==> config.mk <==
export PLATFORM = sky130hd
export DESIGN_NAME = seg7_scan_ctrl
export DESIGN_NICKNAME = d
export VERILOG_FILES = /design/src/rtl/seg7_pkg.sv /design/src/rtl/seg7_hex_dec.sv /design/src/rtl/seg7_scan_ctrl.sv
export SDC_FILE = /design/constraint.sdc
export NUM_CORES = 1
export LEC_CHECK = 0
export CORE_MARGIN = 4
export CORE_UTILIZATION = 40
export CTS_CLUSTER_SIZE = 10
export DETAILED_ROUTE_END_ITERATION = 7
export HOLD_SLACK_MARGIN = 0.08
export PLACE_DENSITY = 0.64
export REMOVE_ABC_BUFFERS = 1
export SLEW_MARGIN = 20
export SYNTH_ARGS = -nofsm -noshare
export SYNTH_HDL_FRONTEND = slang
export SYNTH_SLANG_ARGS = --single-unit
==> constraint.sdc <==
create_clock -name clk -period 4.78 [get_ports clk]
set_input_delay 0.956 -clock clk [delete_from_list [all_inputs] [get_ports clk]]
set_output_delay 0.956 -clock clk [all_outputs]
set_load 0.05 [all_outputs]
==> src/rtl/seg7_pkg.sv <==
// Shared types and constants for the 4-digit 7-segment scan controller.
package seg7_pkg;
    typedef enum logic [1:0] {OFF, GUARD, DRIVE} scan_state_t;

    localparam logic [6:0] SEG_BLANK = 7'b1111111;
    localparam logic [6:0] SEG_DASH  = 7'b0111111;
    localparam int         N_DIGITS  = 4;

    typedef logic [3:0] hex_t;
endpackage

==> src/rtl/seg7_hex_dec.sv <==
// Hex digit to active-low {g,f,e,d,c,b,a} segment pattern, purely combinational.
module seg7_hex_dec
    import seg7_pkg::*;
(
    input  hex_t       hex_i,
    output logic [6:0] seg_o
);
    // All 16 codes are listed, so no fallback item is needed.
    always_comb begin
        case (hex_i)
            4'h0: seg_o = 7'h40;
            4'h1: seg_o = 7'h79;
            4'h2: seg_o = 7'h24;
            4'h3: seg_o = 7'h30;
            4'h4: seg_o = 7'h19;
            4'h5: seg_o = 7'h12;
            4'h6: seg_o = 7'h02;
            4'h7: seg_o = 7'h78;
            4'h8: seg_o = 7'h00;
            4'h9: seg_o = 7'h10;
            4'hA: seg_o = 7'h08;
            4'hB: seg_o = 7'h03;
            4'hC: seg_o = 7'h46;
            4'hD: seg_o = 7'h21;
            4'hE: seg_o = 7'h06;
            4'hF: seg_o = 7'h0E;
        endcase
    end
endmodule

==> src/rtl/seg7_scan_ctrl.sv <==
// Guarded, double-buffered scan controller for a 4-digit common-anode display.
// Define SEG7_LZ_BLANK_EN to suppress leading zeros on digits 3..1.
module seg7_scan_ctrl
    import seg7_pkg::*;
#(
    parameter int DRIVE_CYC = 50000,
    parameter int GUARD_CYC = 500,
    parameter int CNT_W     = 16
) (
    input  logic       clk,
    input  logic       rst_n,
    input  logic       en,
    input  logic       ld,
    input  logic [3:0] din0,
    input  logic [3:0] din1,
    input  logic [3:0] din2,
    input  logic [3:0] din3,
    input  logic [3:0] blank_mask,
    output logic [3:0] an,
    output logic [6:0] dout,
    output logic [1:0] addr,
    output logic       frame_done
);
    localparam logic [CNT_W-1:0] DRV_LAST = CNT_W'(DRIVE_CYC - 1);
    localparam logic [CNT_W-1:0] GRD_LAST = CNT_W'(GUARD_CYC - 1);

    scan_state_t                  state_q, state_d;
    logic [CNT_W-1:0]             cnt_q, cnt_d;
    logic [1:0]                   addr_q, addr_d;
    hex_t [N_DIGITS-1:0]          active_q, active_d, pending_q, pending_d, din_w;
    logic                         pend_q, pend_d;
    logic [3:0]                   an_q, an_d;
    logic [6:0]                   dout_q, dout_d, cur_seg;
    logic [1:0]                   addr_out_q, addr_out_d;
    logic                         fd_q, fd_d;
    logic                         boundary;
    logic [N_DIGITS-1:0]          lz_blank;

    assign din_w    = {din3, din2, din1, din0};
    assign boundary = en && (state_q == DRIVE) && (addr_q == 2'd3) && (cnt_q == DRV_LAST);

    seg7_hex_dec u_dec (.hex_i(active_q[addr_q]), .seg_o(cur_seg));

    always_comb begin
        lz_blank = '0;
`ifdef SEG7_LZ_BLANK_EN
        begin
            logic zero_above;
            zero_above = 1'b1;
            for (int i = N_DIGITS - 1; i >= 1; i--) begin
                zero_above  = zero_above && (active_q[i] == 4'h0);
                lz_blank[i] = zero_above;
            end
        end
`endif
    end

    always_comb begin
        state_d = state_q;
        cnt_d   = cnt_q;
        addr_d  = addr_q;
        if (!en) begin
            state_d = OFF;
            cnt_d   = '0;
            addr_d  = 2'd0;
        end else begin
            case (state_q)
                OFF: begin
                    state_d = GUARD;
                    cnt_d   = '0;
                    addr_d  = 2'd0;
                end
                GUARD: begin
                    if (cnt_q == GRD_LAST) begin
                        state_d = DRIVE;
                        cnt_d   = '0;
                    end else begin
                        cnt_d = cnt_q + CNT_W'(1);
                    end
                end
                DRIVE: begin
                    if (cnt_q == DRV_LAST) begin
                        state_d = GUARD;
                        cnt_d   = '0;
                        addr_d  = addr_q + 2'd1;
                    end else begin
                        cnt_d = cnt_q + CNT_W'(1);
                    end
                end
                default: begin
                    state_d = OFF;
                    cnt_d   = '0;
                    addr_d  = 2'd0;
                end
            endcase
        end
    end

    // New digits only reach the display at a frame boundary, or while dark.
    always_comb begin
        active_d  = active_q;
        pending_d = pending_q;
        pend_d    = pend_q;
        if (ld && boundary) begin
            active_d = din_w;
            pend_d   = 1'b0;
        end else begin
            if (pend_q && (boundary || state_q == OFF)) begin
                active_d = pending_q;
                pend_d   = 1'b0;
            end
            if (ld) begin
                pending_d = din_w;
                pend_d    = 1'b1;
            end
        end
    end

    always_comb begin
        an_d       = 4'b1111;
        dout_d     = SEG_BLANK;
        addr_out_d = en ? addr_q : 2'd0;
        fd_d       = boundary;
        if (en && state_q == DRIVE && !(blank_mask[addr_q] || lz_blank[addr_q])) begin
            an_d[addr_q] = 1'b0;
            dout_d       = cur_seg;
        end
    end

    always_ff @(posedge clk) begin
        if (!rst_n) begin
            state_q    <= OFF;
            cnt_q      <= '0;
            addr_q     <= 2'd0;
            active_q   <= '0;
            pending_q  <= '0;
            pend_q     <= 1'b0;
            an_q       <= 4'b1111;
            dout_q     <= SEG_BLANK;
            addr_out_q <= 2'd0;
            fd_q       <= 1'b0;
        end else begin
            state_q    <= state_d;
            cnt_q      <= cnt_d;
            addr_q     <= addr_d;
            active_q   <= active_d;
            pending_q  <= pending_d;
            pend_q     <= pend_d;
            an_q       <= an_d;
            dout_q     <= dout_d;
            addr_out_q <= addr_out_d;
            fd_q       <= fd_d;
        end
    end

    assign an         = an_q;
    assign dout       = dout_q;
    assign addr       = addr_out_q;
    assign frame_done = fd_q;
endmodule

**Yosys cells after proc, flatten, opt, wreduce, memory -nomap -nowiden**

Memory sizes are Yosys's and may differ from the RTL's. A register that Yosys moved wholly into a read port is not among the register bits.
Cells that the tools add are included.

- Add/subtract/negate cells: 2
- $lt $le $gt $ge: 2
- Equality and inequality tests: 7
- Mux-type cells: 20
- Bitwise operators: 4
- Reduce and logical (&&, ||, !) cells: 20

Operator list:

| kind | count |
|---|---|
| $mux 16 | 4 |
| $pmux 16 s2 | 1 |
| $add 16x1->16 const B | 1 |
| $eq 16x16->1 const B | 1 |
| $eq 16x9->1 const B | 1 |
| $reduce_and 2->1 | 5 |
| $bmux 4 s2 | 1 |
| $logic_and 1x1->1 | 7 |
| $mux 2 | 3 |
| $pmux 2 s3 | 1 |
| $mux 1 | 5 |
| $bmux 1 s2 | 2 |
| $eq 2x2->1 const B | 2 |
| $mux 4 | 1 |
| $not 4->4 | 1 |
| $pmux 2 s2 | 1 |
| $reduce_bool 2->1 | 2 |
| $lt 2x3->1 const B | 1 |
| $not 1->1 | 3 |
| $add 2x1->2 const B | 1 |
| $demux 1 s2 | 1 |
| $eq 2x1->1 const B | 1 |
| $ge 2x1->1 const B | 1 |
| $logic_not 1->1 | 2 |
| 5 further kinds | 6 |

- Register bits: 60
- Bits in read-only memories: 112
- Output and inout bits: 14
- Word-level logic and storage cells: 71
- Memories kept: 1

Memory list:

| memory | words | bits a word | rd ports | clocked after memory_dff | wr ports | RTL line | RTL |
|---|---|---|---|---|---|---|---|
| (name not given) | 16 | 7 | 1 | 1 | 0 | seg7_hex_dec.sv:10 | `case (hex_i)` |

**Depth between registers and ports, before layout**

- Word-level depth: 8
- Mapped depth: 8
- Mapped depth without buffers: 6

**Cells and area by module**

A second synthesis with hierarchy kept.

- Cell total of the unflattened synthesis: 297
- Area total of the unflattened synthesis: 3149.3 um^2

By module, submodules not included:

| module | times used | cells each | area an instance (um^2) | seq. area each (um^2) |
|---|---|---|---|---|
| seg7_scan_ctrl | 1 | 266 | 2887.8 | 1341.3 |
| seg7_hex_dec | 1 | 31 | 261.5 | 0.0 |

**Worst setup path before layout**

OpenSTA, ideal clock, no wires.

- Path kind: reg2reg
- Start point: register addr_q[0]
- End point: register dout_q[3] (netlist: dout[3])
- Setup time: 127 ps
- Arrival: 2287 ps
- Data required time: 4653 ps
- Setup slack: 2366 ps
- Stages on the path, launching flop included: 8
- Period minus slack after synthesis: 2414 ps
- Cell sequence: dfxtp_1 clkbuf_1 mux4_2 inv_1 ha_1 inv_1 mux4_2 or3_1

- Longest elaborated chain between the ends: 7
- Elaborated cells between the ends (all ways): 11
- Classes of those cells: 6 x mux; 5 x reduce/logical

RTL lines:

| item | RTL line | RTL |
|---|---|---|
| start, declared | seg7_scan_ctrl.sv:29 | `logic [1:0] addr_q, addr_d;` |
| start signal, assigned | seg7_scan_ctrl.sv:145 | `addr_q <= addr_d;` |
| $bmux 1 s2 | seg7_scan_ctrl.sv:124 | `if (en && state_q == DRIVE && !(blank_mask[addr_q] \|\| lz_blank[addr_q])) begin` |
| $mux 1 (not written as such) | seg7_scan_ctrl.sv:124 |  |
| $logic_or 1x1->1 | seg7_scan_ctrl.sv:124 |  |
| $logic_not 1->1 | seg7_scan_ctrl.sv:124 |  |
| $logic_and 1x1->1 | seg7_scan_ctrl.sv:124 |  |
| $reduce_and 2->1 (no line) | n/a |  |
| $logic_not 1->1 (no line) | n/a |  |
| end, declared | seg7_scan_ctrl.sv:33 | `logic [6:0] dout_q, dout_d, cur_seg;` |

Several ways; a longest one is shown, not always the timed one. The select of a mux whose other input is x is not followed.
A chain may end at the register's enable or synchronous reset.

**Worst setup path after layout**

- Start point: input port en
- End point: register active_q[5] in the netlist's numbering

- Longest elaborated chain between the ends: 6
- Elaborated cells between the ends (all ways): 8
- Classes of those cells: 1 x mux; 7 x reduce/logical

RTL lines:

| item | RTL line | RTL |
|---|---|---|
| start, declared | seg7_scan_ctrl.sv:12 | `input logic en,` |
| $logic_and 1x1->1 (*) (3 in series) | seg7_scan_ctrl.sv:40 | `assign boundary = en && (state_q == DRIVE) && (addr_q == 2'd3) && (cnt_q == DRV_LAST);` |
| $logic_or 1x1->1 | seg7_scan_ctrl.sv:108 | `if (pend_q && (boundary \|\| state_q == OFF)) begin` |
| $logic_and 1x1->1 | seg7_scan_ctrl.sv:108 |  |
| $reduce_bool 2->1 (no line) | n/a |  |
| end signal, assigned | seg7_scan_ctrl.sv:146 | `active_q <= active_d;` |
| end, declared | seg7_scan_ctrl.sv:30 | `hex_t [N_DIGITS-1:0] active_q, active_d, pending_q, pending_d, din_w;` |

Mark *: on every way between the ends. The rest lies on a longest branch, timed or not.

==> out/qor.txt <==
Ant. Diodes: 0
Crit path DAT: 3.04 ns
FF-to-FF path depth: 5
DPL Wire Length: 5.16 mm
Initial DRC Count: 163
CP max stage cell: or2_1
Routed length per instance: 15.3 um
Top FF cell, synth: dfxtp_1
Clock slew at reported path FFs: 0.07 ns
P_leak: 1.51 nW
EDFF count, synth: 0
Number of global-route vias before repair: 2624
Via-to-Cell Ratio: 5.53
Post-Syn Area per Cell: 9.49 um2
Largest area contributor in the netlist: dfxtp_1
Worst EP required: 5.01 ns
Status: finished, final reports clean
Postcts setup bufs: 0
CP delay by family, top: simple AND/OR/NAND/NOR gates
Initial antenna violation count: 0
Largest net degree at the start of global routing: 35
IO Pins: 38
HP Class: reg -> reg
Inst Count DP: 486
Hold path cells: 1
Slowest stage delay, CP: 0.71 ns
Top cell type's share of synthesized area: 0.387
Critical Path Fanout Max: 19
Number of port buffers: 37
Worst-path cell chain: clkdlybuf4s50_1 > nand3_1 > or2_1 > a211oi_1
Fin crit share: 0.587
Worst setup SP type: primary input
Root Driver: clkbuf_8
Share of cells above drive strength 1: 0.0756
Via count: 2778
Aggregate routed wire length: 7.70 mm
Clock sinks: 67
Power per cell area: 288 nW/um2
Max-Cap Viols: 0
TritonCTS buffer count: 9
Peak Freq: 356 MHz
Commonest cells post-synth: dfxtp_1, mux2i_1, nand2_1, nor2_1, clkbuf_1
Seq/Total Area, Yosys: 0.387
Met2 Use GR: 0.242
Core Area: 8300 um2
Busiest grt layer: met2
Hold Vio Cnt, Final: 0
H-Tree Depth: 3
Initial core utilization: 0.417
Die W: 101 um
Critical path endpoint category: flop
Clock period minus worst slack: 2.81 ns
Die ar.: 10200 um2
CTS tree: yes
Unrepaired setup endpoints after global routing: no
Top-count cell post-synth: dfxtp_1
Drt pass-1 iters: 5
Worst Max-Slew Pin Slew: 1.09 ns
Synth Instances: 365
Layout Nets: 431
Post-CTS Hold Buffers: 0
Global-route wire length before repair: 12.7 mm
Grt ovf: 0
Setup TNS: 0 ns
Cell variety after synth: 45
Synth warn: 0
Synthesized flop and latch total: 67
Resize count post-CTS: 0
Final slew viol count: 0
All-Layer GR Usage: 0.156
# setup viols final: 0
Critical path class: in -> reg
Synth Cell Area: 3460 um2
Placer Congestion: 0.766
WP depth: 4
Post-route insts no fill: 502
Buffers & Inverters on Critical Path: 1
Post-route antenna net violation count: 0
Cell Rows: 33
CTS max path bufs: 2
FFs w/ async S/R, synth: 0
Fin util: 0.492
Worst skew pair latency: 0.34 ns
Relative slew slack: 0.271
Area grow syn2layout: 17.8%
Peak VDD IR: 155 uV
DRC errors left: 0
Area contributors post-synth: dfxtp_1, mux2i_1, ha_1, nand2_1, a2111oi_0
M3 GR Usage: 0.0318
Clk_skew: 0.0141 ns
GR Util met1: 0.211
Die height: 101 um
==> placed cells by master (no fill, tap or decap), types with 9 or more instances in the layout <==
master	netlist	final
nand2_1	45	45
ha_1	15	15
nor2_1	33	33
mux2i_1	49	49
clkdlybuf4s50_1	0	37
a2111oi_0	16	16
dfxtp_1	67	67
xor2_1	9	9
clkbuf_8	0	12
a211oi_1	16	16
inv_1	12	12
==> where the power goes <==
group          switching, mW  internal, mW
Sequential            0.0145         0.571
Clock                  0.214         0.282
Combinational         0.0440        0.0473
==> cell type report <==
type	instances	area, um2
flip-flops and latches	67	1340
inverters	13	48.8
repair buffers	40	393
multi-input cells	261	1950
fillers	767	4220
clock buffers	12	165
clock inverters	4	47.5
well taps	105	131
==> through the flow <==
step / instance area, um2 / hold WS, ns / power [mW] / setup slack, ns
final: 4080 / 0.441 / 1.17 / 1.97
after global placement: 3870 / 0.422 / 0.686 / 1.66
after detailed placement: 3870 / 0.439 / 0.689 / 1.62
after CTS: 4080 / 0.449 / 1.19 / 1.96
after floorplan: 3340 / 0.413 / 0.644 / 2.36
after global routing: 4080 / 0.474 / 1.22 / 1.86
==> logic make-up after synthesis <==
kind of cell | count (synthesis) | share of synthesized area
AOI/OAI and AO/OA | 61 | 0.134
xor gates and xnor gates | 11 | 0.0278
DFF | 67 | 0.387
and+or+nand+nor | 118 | 0.164
adders and majority gates | 15 | 0.0542
buffers and inverters | 37 | 0.0488
muxes | 56 | 0.184
==> final timing paths <==
path | from | end | slack (ns)
max | en | active_q[5] | 1.97
min | cnt_q[0] | cnt_q[0] | 0.44
max reg2reg | cnt_q[0] | active_q[5] | 2.05
min reg2reg | cnt_q[0] | cnt_q[0] | 0.44
==> flip-flops by register name, indices dropped and copies added, names as in the netlist <==
name,flops
cnt_q,16
frame_done,1
pend_q,1
dout,7
an,4
pending_q,16
state_q,2
addr_q,2
active_q,16
addr,2
==> layer usage <==
layer,vias up,part of all wire
met2,62,0.44
met3,11,0.048
met1,1316,0.49
met5,-,0
li1,1389,-
met4,0,0.016
Power figures use the tool's default switching activity.
==> variant 1 (config.mk and constraints unchanged) <==
The parameter `CNT_W` goes from 16 to 32.
--- a/src/rtl/seg7_scan_ctrl.sv
+++ b/src/rtl/seg7_scan_ctrl.sv
@@ -6,5 +6,5 @@
     parameter int DRIVE_CYC = 50000,
     parameter int GUARD_CYC = 500,
-    parameter int CNT_W     = 16
+    parameter int CNT_W     = 32
 ) (
     input  logic       clk,
Formal check against the unedited RTL: same outputs for any inputs over 10 cycles, from zero or initial values and one cycle with rst_n low; that may be too few to reach the edited logic, so the function may still have changed.
==> variant 1 against the original RTL <==
  * Setup slack got worse by 270 ps
  * Wire length increased by 11%
  * Total power increased by 12%
  * Sequential cell count increased by 16
  * First-iteration DRC count increased by 4.3%
  * Largest power group unchanged
  * Count of clock-buffer cells in the layout decreased by 1
  * Area after synthesis increased by 18%
  * Critical endpoint is now active_q[8]
  * Clock skew decreased by 3.3 ps
  * Cell area increased by 16%
==> variant 1: results (changes against the original RTL) <==
| Metric | Value |
|---|---|
| Outcome | finished, final reports clean |
| VDD IR max | 0.155 mV (-0.22%) |
| Reg2reg end | active_q[8] |
| Biggest regs | cnt_q x32, active_q x16, pending_q x16 |
| Worst-Margin Slew | 959 ps (-133 ps) |
| Maximum single-stage delay on the critical path | 750 ps (+40 ps) |
| Share of layout cells above drive strength 1 | 0.105 (+0.0291) |
| Arr. time, crit path | 3280 ps (+240 ps) |
| Worst reg2reg setup slack | 1830 ps (-220 ps) |
| Sequential area share after synthesis | 0.406 (+0.0192) |
| Via count of the first global-routing pass | 3,121 (+19%) |
| Multiplexer fraction of the synthesized cell area | 0.0747 (-0.109) |
| Area fraction in compound gates after synthesis | 0.144 (+0.0102) |
| Parity-gate share of the synthesized area counting xor and xnor cells | 0.0643 (+0.0365) |
| Worst setup endpoint | active_q[8] |
| Number of iterations in the first detailed-routing pass | 4 (-1) |
| Last weighted congestion value of the routability-driven placer | 0.800 (+4.4%) |
| Largest net degree at the start of global routing | 22 (-37%) |
| Global-route wire length before repair | 14,600 um (+15%) |
| Nets | 502 (+16%) |
| Area contributors post-synth | sky130_fd_sc_hd__dfxtp_1 (41%), sky130_fd_sc_hd__ha_1 (4.6%), sky130_fd_sc_hd__xnor2_1 (4.3%), sky130_fd_sc_hd__mux2i_1 (4.2%), sky130_fd_sc_hd__nand3_1 (3.7%) |
| List of most frequent post-synthesis cells | sky130_fd_sc_hd__dfxtp_1 (83), sky130_fd_sc_hd__nor2_1 (39), sky130_fd_sc_hd__nand3_1 (30) |
| Routed wire length per instance | 14.2 um (-7.6%) |
| DPL Wire Length | 6110 um (+19%) |
| Post-Synth Adder-Cell Area | 0.0459 (-0.00828) |
| Met3 track demand over resource in global routing | 0.0456 (+0.0138) |
| Detailed Route Iter0 Violations | 170 (+4.3%) |
| Per-instance average area after synthesis | 9.38 um^2 (-1.2%) |
| Global-route track usage on met1 | 0.193 (-0.0183) |
| Worst-path maximum fanout | 17 (-2) |
| Leakage component of the power | 0.00153 uW (+1.2%) |
| Final non-filler cell total | 601 (+20%) |
## variant 1: changes by cell type after synthesis, sizes merged, moves of 16 or more
| cell | change |
|---|---|
| a21oi | +32 |
| mux2i | -32 |
| nand3 | +26 |
| nand2 | -25 |
| o21ai | +18 |
| xnor2 | +18 |
| a211oi | -16 |
| dfxtp | +16 |
## variant 1: worst min path at each step
stage	end	slack, ps	depth (start not counted)
global placement	cnt_q[0]	440	1
floorplan	cnt_q[0]	430	1
finish	cnt_q[0]	470	1
global route	cnt_q[0]	500	1
CTS	cnt_q[0]	470	1
detailed placement	cnt_q[0]	450	1
## variant 1: area by class of cell
type / instances / area, um^2
clock buffers: 11 / 141
clock inverters: 5 / 52.6
fillers: 969 / 5130
inverters: 20 / 75.1
multi-input cells: 308 / 2230
flip-flops and latches: 83 / 1660
well taps: 133 / 166
repair buffers: 41 / 400
## variant 1: cell families (layout without fill, tap and decap cells)
family | after synthesis | after routing
XOR/XNOR | 30 | 30
multiplexers | 23 | 23
flip-flops | 83 | 83
adder cells (fa/ha/maj) | 15 | 15
AO/OA/AOI/OAI | 90 | 90
buffers and inverters | 45 | 77
AND/OR/NAND/NOR | 150 | 150
## variant 1: per-layer routing
| layer | up-vias | share of wire |
|---|---|---|
| li1 | 1624 | - |
| met4 | 0 | 0.0096 |
| met1 | 1469 | 0.48 |
| met3 | 7 | 0.039 |
| met2 | 46 | 0.47 |
| met5 | - | 0 |
## variant 1: power breakdown
group / switching [uW] / internal [uW]
combinational: 52.7 / 47.1
clock: 245 / 253
sequential: 8.63 / 709
total: 306 / 1010
## variant 1: per-stage QoR
step	area (um^2)	utilization	worst slack, ps
floorplan	3960	-	1960
global placement	4540	0.460	1410
detailed placement	4540	0.460	1380
CTS	4730	0.479	1730
global route	4730	0.479	1510
finish	4730	0.479	1700
==> variant 2 (config.mk and constraints unchanged) <==
Without the edit above. Remove the register `dout_q`: a continuous assignment takes its place, so the output `dout` follows one clock earlier.
--- a/src/rtl/seg7_scan_ctrl.sv
+++ b/src/rtl/seg7_scan_ctrl.sv
@@ -137,5 +137,4 @@
             pend_q     <= 1'b0;
             an_q       <= 4'b1111;
-            dout_q     <= SEG_BLANK;
             addr_out_q <= 2'd0;
             fd_q       <= 1'b0;
@@ -148,9 +147,10 @@
             pend_q     <= pend_d;
             an_q       <= an_d;
-            dout_q     <= dout_d;
             addr_out_q <= addr_out_d;
             fd_q       <= fd_d;
         end
     end
+
+    assign dout_q = dout_d;
 
     assign an         = an_q;
Function: no difference found for any inputs over 10 cycles, from zero or initial values and one cycle with rst_n low; that may be too few to reach the edited logic, so the function may still have changed.
==> variant 2 against the original RTL <==
  * First-iteration DRC count decreased by 57%
  * Largest cell class unchanged
  * Sequential cell count shrank 7
  * Wire length is 24% lower
  * Total power shrank 14%
  * Combinational power rose by 13%
  * Setup slack got worse by 1200 ps
  * Cell area down 12%
  * Global-route usage is 1.6 points lower
  * Area after synthesis decreased by 14%
  * Clock power decreased by 24%
  * Cell count fell by 14%
==> variant 2: results (changes against the original RTL) <==
| Metric | Value |
|---|---|
| Outcome | finished, final reports clean |
| Number of buffers inserted for hold repair after clock tree synthesis | 0 (unchanged) |
| Number of iterations in the first detailed-routing pass | 4 (-1) |
| Worst slack after detailed placement | 866 ps (-753 ps) |
| Internal Pwr Total | 757 uW (-16%) |
| Leakage component of the power | 0.00130 uW (-14%) |
| VDD IR max | 0.136 mV (-13%) |
| Clock root buffer master | sky130_fd_sc_hd__clkbuf_8 |
| Max-slew violation total from the final report | 0 (unchanged) |
| Biggest regs | active_q x16, cnt_q x16, pending_q x16 |
| Last weighted congestion value of the routability-driven placer | 0.780 (+1.7%) |
| CTS Buffer Depth | 2 (unchanged) |
| Arr. time, crit path | 3020 ps (-20 ps) |
| Share of flip-flops with an asynchronous set or reset after synthesis | 0 (unchanged) |
| Family of cells with the greatest summed delay on the critical path | multiplexers |
| Via count of the first global-routing pass | 2,108 (-20%) |
| Nets | 368 (-15%) |
| Largest net degree at the start of global routing | 40 (+14%) |
| Area contributors post-synth | sky130_fd_sc_hd__dfxtp_1 (40%), sky130_fd_sc_hd__ha_1 (6.3%), sky130_fd_sc_hd__mux2i_1 (6.0%), sky130_fd_sc_hd__mux4_2 (4.5%), sky130_fd_sc_hd__o21a_1 (4.0%) |
| Minimum clock period after layout | 3970 ps (+1170 ps) |
| Maximum single-stage delay on the critical path | 690 ps (-20 ps) |
| Cell with the largest stage delay on the worst path | sky130_fd_sc_hd__clkdlybuf4s50_1 |
| Worst-path maximum fanout | 6 (-13) |
| Global router's overall resource usage | 0.140 (-0.0159) |
| Number of CTS-inserted buffers | 9 (unchanged) |
| Total of warnings raised by yosys | 0 (unchanged) |
| Maximum clock skew at final layout | 10.6 ps (-3.45 ps) |
| Setup Buffers After CTS | 0 (unchanged) |
| Detailed Route Iter0 Violations | 70 (-57%) |
| Global-route wire length before repair | 9820 um (-23%) |
| Clock-pin slew on the worst setup and hold paths | 70 ps (about the same) |
| Initial antenna violation count | 0 (unchanged) |
| DPL Wire Length | 4210 um (-18%) |
| Sequential area share after synthesis | 0.401 (+0.0137) |
| Routed wire length per instance | 13.5 um (-12%) |
| Critical path class | register to output pin |
| Count of different cell masters after synthesis | 44 (-2.2%) |
| List of most frequent post-synthesis cells | sky130_fd_sc_hd__dfxtp_1 (60), sky130_fd_sc_hd__nor2_1 (28), sky130_fd_sc_hd__mux2i_1 (18), sky130_fd_sc_hd__nor2b_1 (18), sky130_fd_sc_hd__inv_1 (17) |
| Count of antenna diodes in the layout | 0 (unchanged) |
| Share of layout cells above drive strength 1 | 0.126 (+0.0506) |
| Total number of H-tree levels | 3 (unchanged) |
| Worst-skew pair later-pin latency | ~330 ps |
| Worst-Margin Slew | 757 ps (-334 ps) |
| Total via count in the routed design | 2,174 (-22%) |
| Most instantiated library cell after synthesis | sky130_fd_sc_hd__dfxtp_1 |
| Resized Gates After CTS | 0 (unchanged) |
==> variant 2: cell types whose count changed in the layout (fill, tap and decap cells not counted), moves of 7 or more <==
cell / before / now
sky130_fd_sc_hd__dfxtp_1: 67 / 60
sky130_fd_sc_hd__a211oi_1: 16 / 0
sky130_fd_sc_hd__o21a_1: 1 / 16
sky130_fd_sc_hd__nand2_1: 45 / 13
sky130_fd_sc_hd__o221a_1: 0 / 10
sky130_fd_sc_hd__nor2b_1: 1 / 18
sky130_fd_sc_hd__a2111oi_0: 16 / 0
sky130_fd_sc_hd__mux2i_1: 49 / 18
==> variant 2: cell type report <==
cell class	instances	area, um^2
inverters	17	63.8
flip-flops and latches	60	1200
clock buffers	10	128
repair buffers	41	400
clock inverters	5	30.0
multi-input cells	200	1640
well taps	99	124
fillers	691	3670
==> variant 2: kinds of logic after synthesis <==
group,share of synthesized area
AO/OA/AOI/OAI,0.157
XOR/XNOR,0.0409
adder cells (fa/ha/maj),0.0627
buffers and inverters,0.0522
flip-flops,0.401
multiplexers,0.109
AND/OR/NAND/NOR,0.178
==> variant 2: worst reg2reg max path, stage by stage, from the launching register on <==
cell and delay, ps:
sky130_fd_sc_hd__dfxtp_1 460, sky130_fd_sc_hd__buf_4 220, sky130_fd_sc_hd__ha_1 170, sky130_fd_sc_hd__nand3_1 150, sky130_fd_sc_hd__inv_1 190, sky130_fd_sc_hd__nand3_4 240
sky130_fd_sc_hd__a2bb2oi_4 480, sky130_fd_sc_hd__o221a_1 280
==> variant 2: power groups by stage <==
stage | registers, uW | clock network (uW) | logic (uW)
after floorplan | 537 | 0 | 64.6
after global placement | 540 | 0 | 102
after detailed placement | 540 | 0 | 104
after CTS | 529 | 383 | 104
after global routing | 532 | 411 | 114
final | 529 | 377 | 103
==> variant 2: layer usage <==
metal / global-route usage / wire length (um)
met5: 0 / 0
met1: 0.183 / 2860
met2: 0.221 / 2660
met4: 0.0721 / 114
met3: 0.0271 / 200
==> variant 2: path summary, 6_finish.rpt <==
kind / slack [ps] / cells past startpoint / startpoint / end
hold reg to reg: 460 / 1 / cnt_q[0] / cnt_q[0]
hold / removal: 460 / 1 / cnt_q[0] / cnt_q[0]
setup reg to reg: 2520 / 7 / addr_q[0] / active_q[14]
setup / recovery: 810 / 7 / addr_q[0] / dout[3]
==> variant 2: stage by stage <==
stage,cell area (um^2),instances,total power (uW),util
after detailed placement,3430,417,644,0.472
after CTS,3580,432,1020,0.494
final,3580,432,1010,0.494
after floorplan,2900,277,602,-
after global placement,3430,417,642,0.472
after global routing,3580,432,1060,0.494
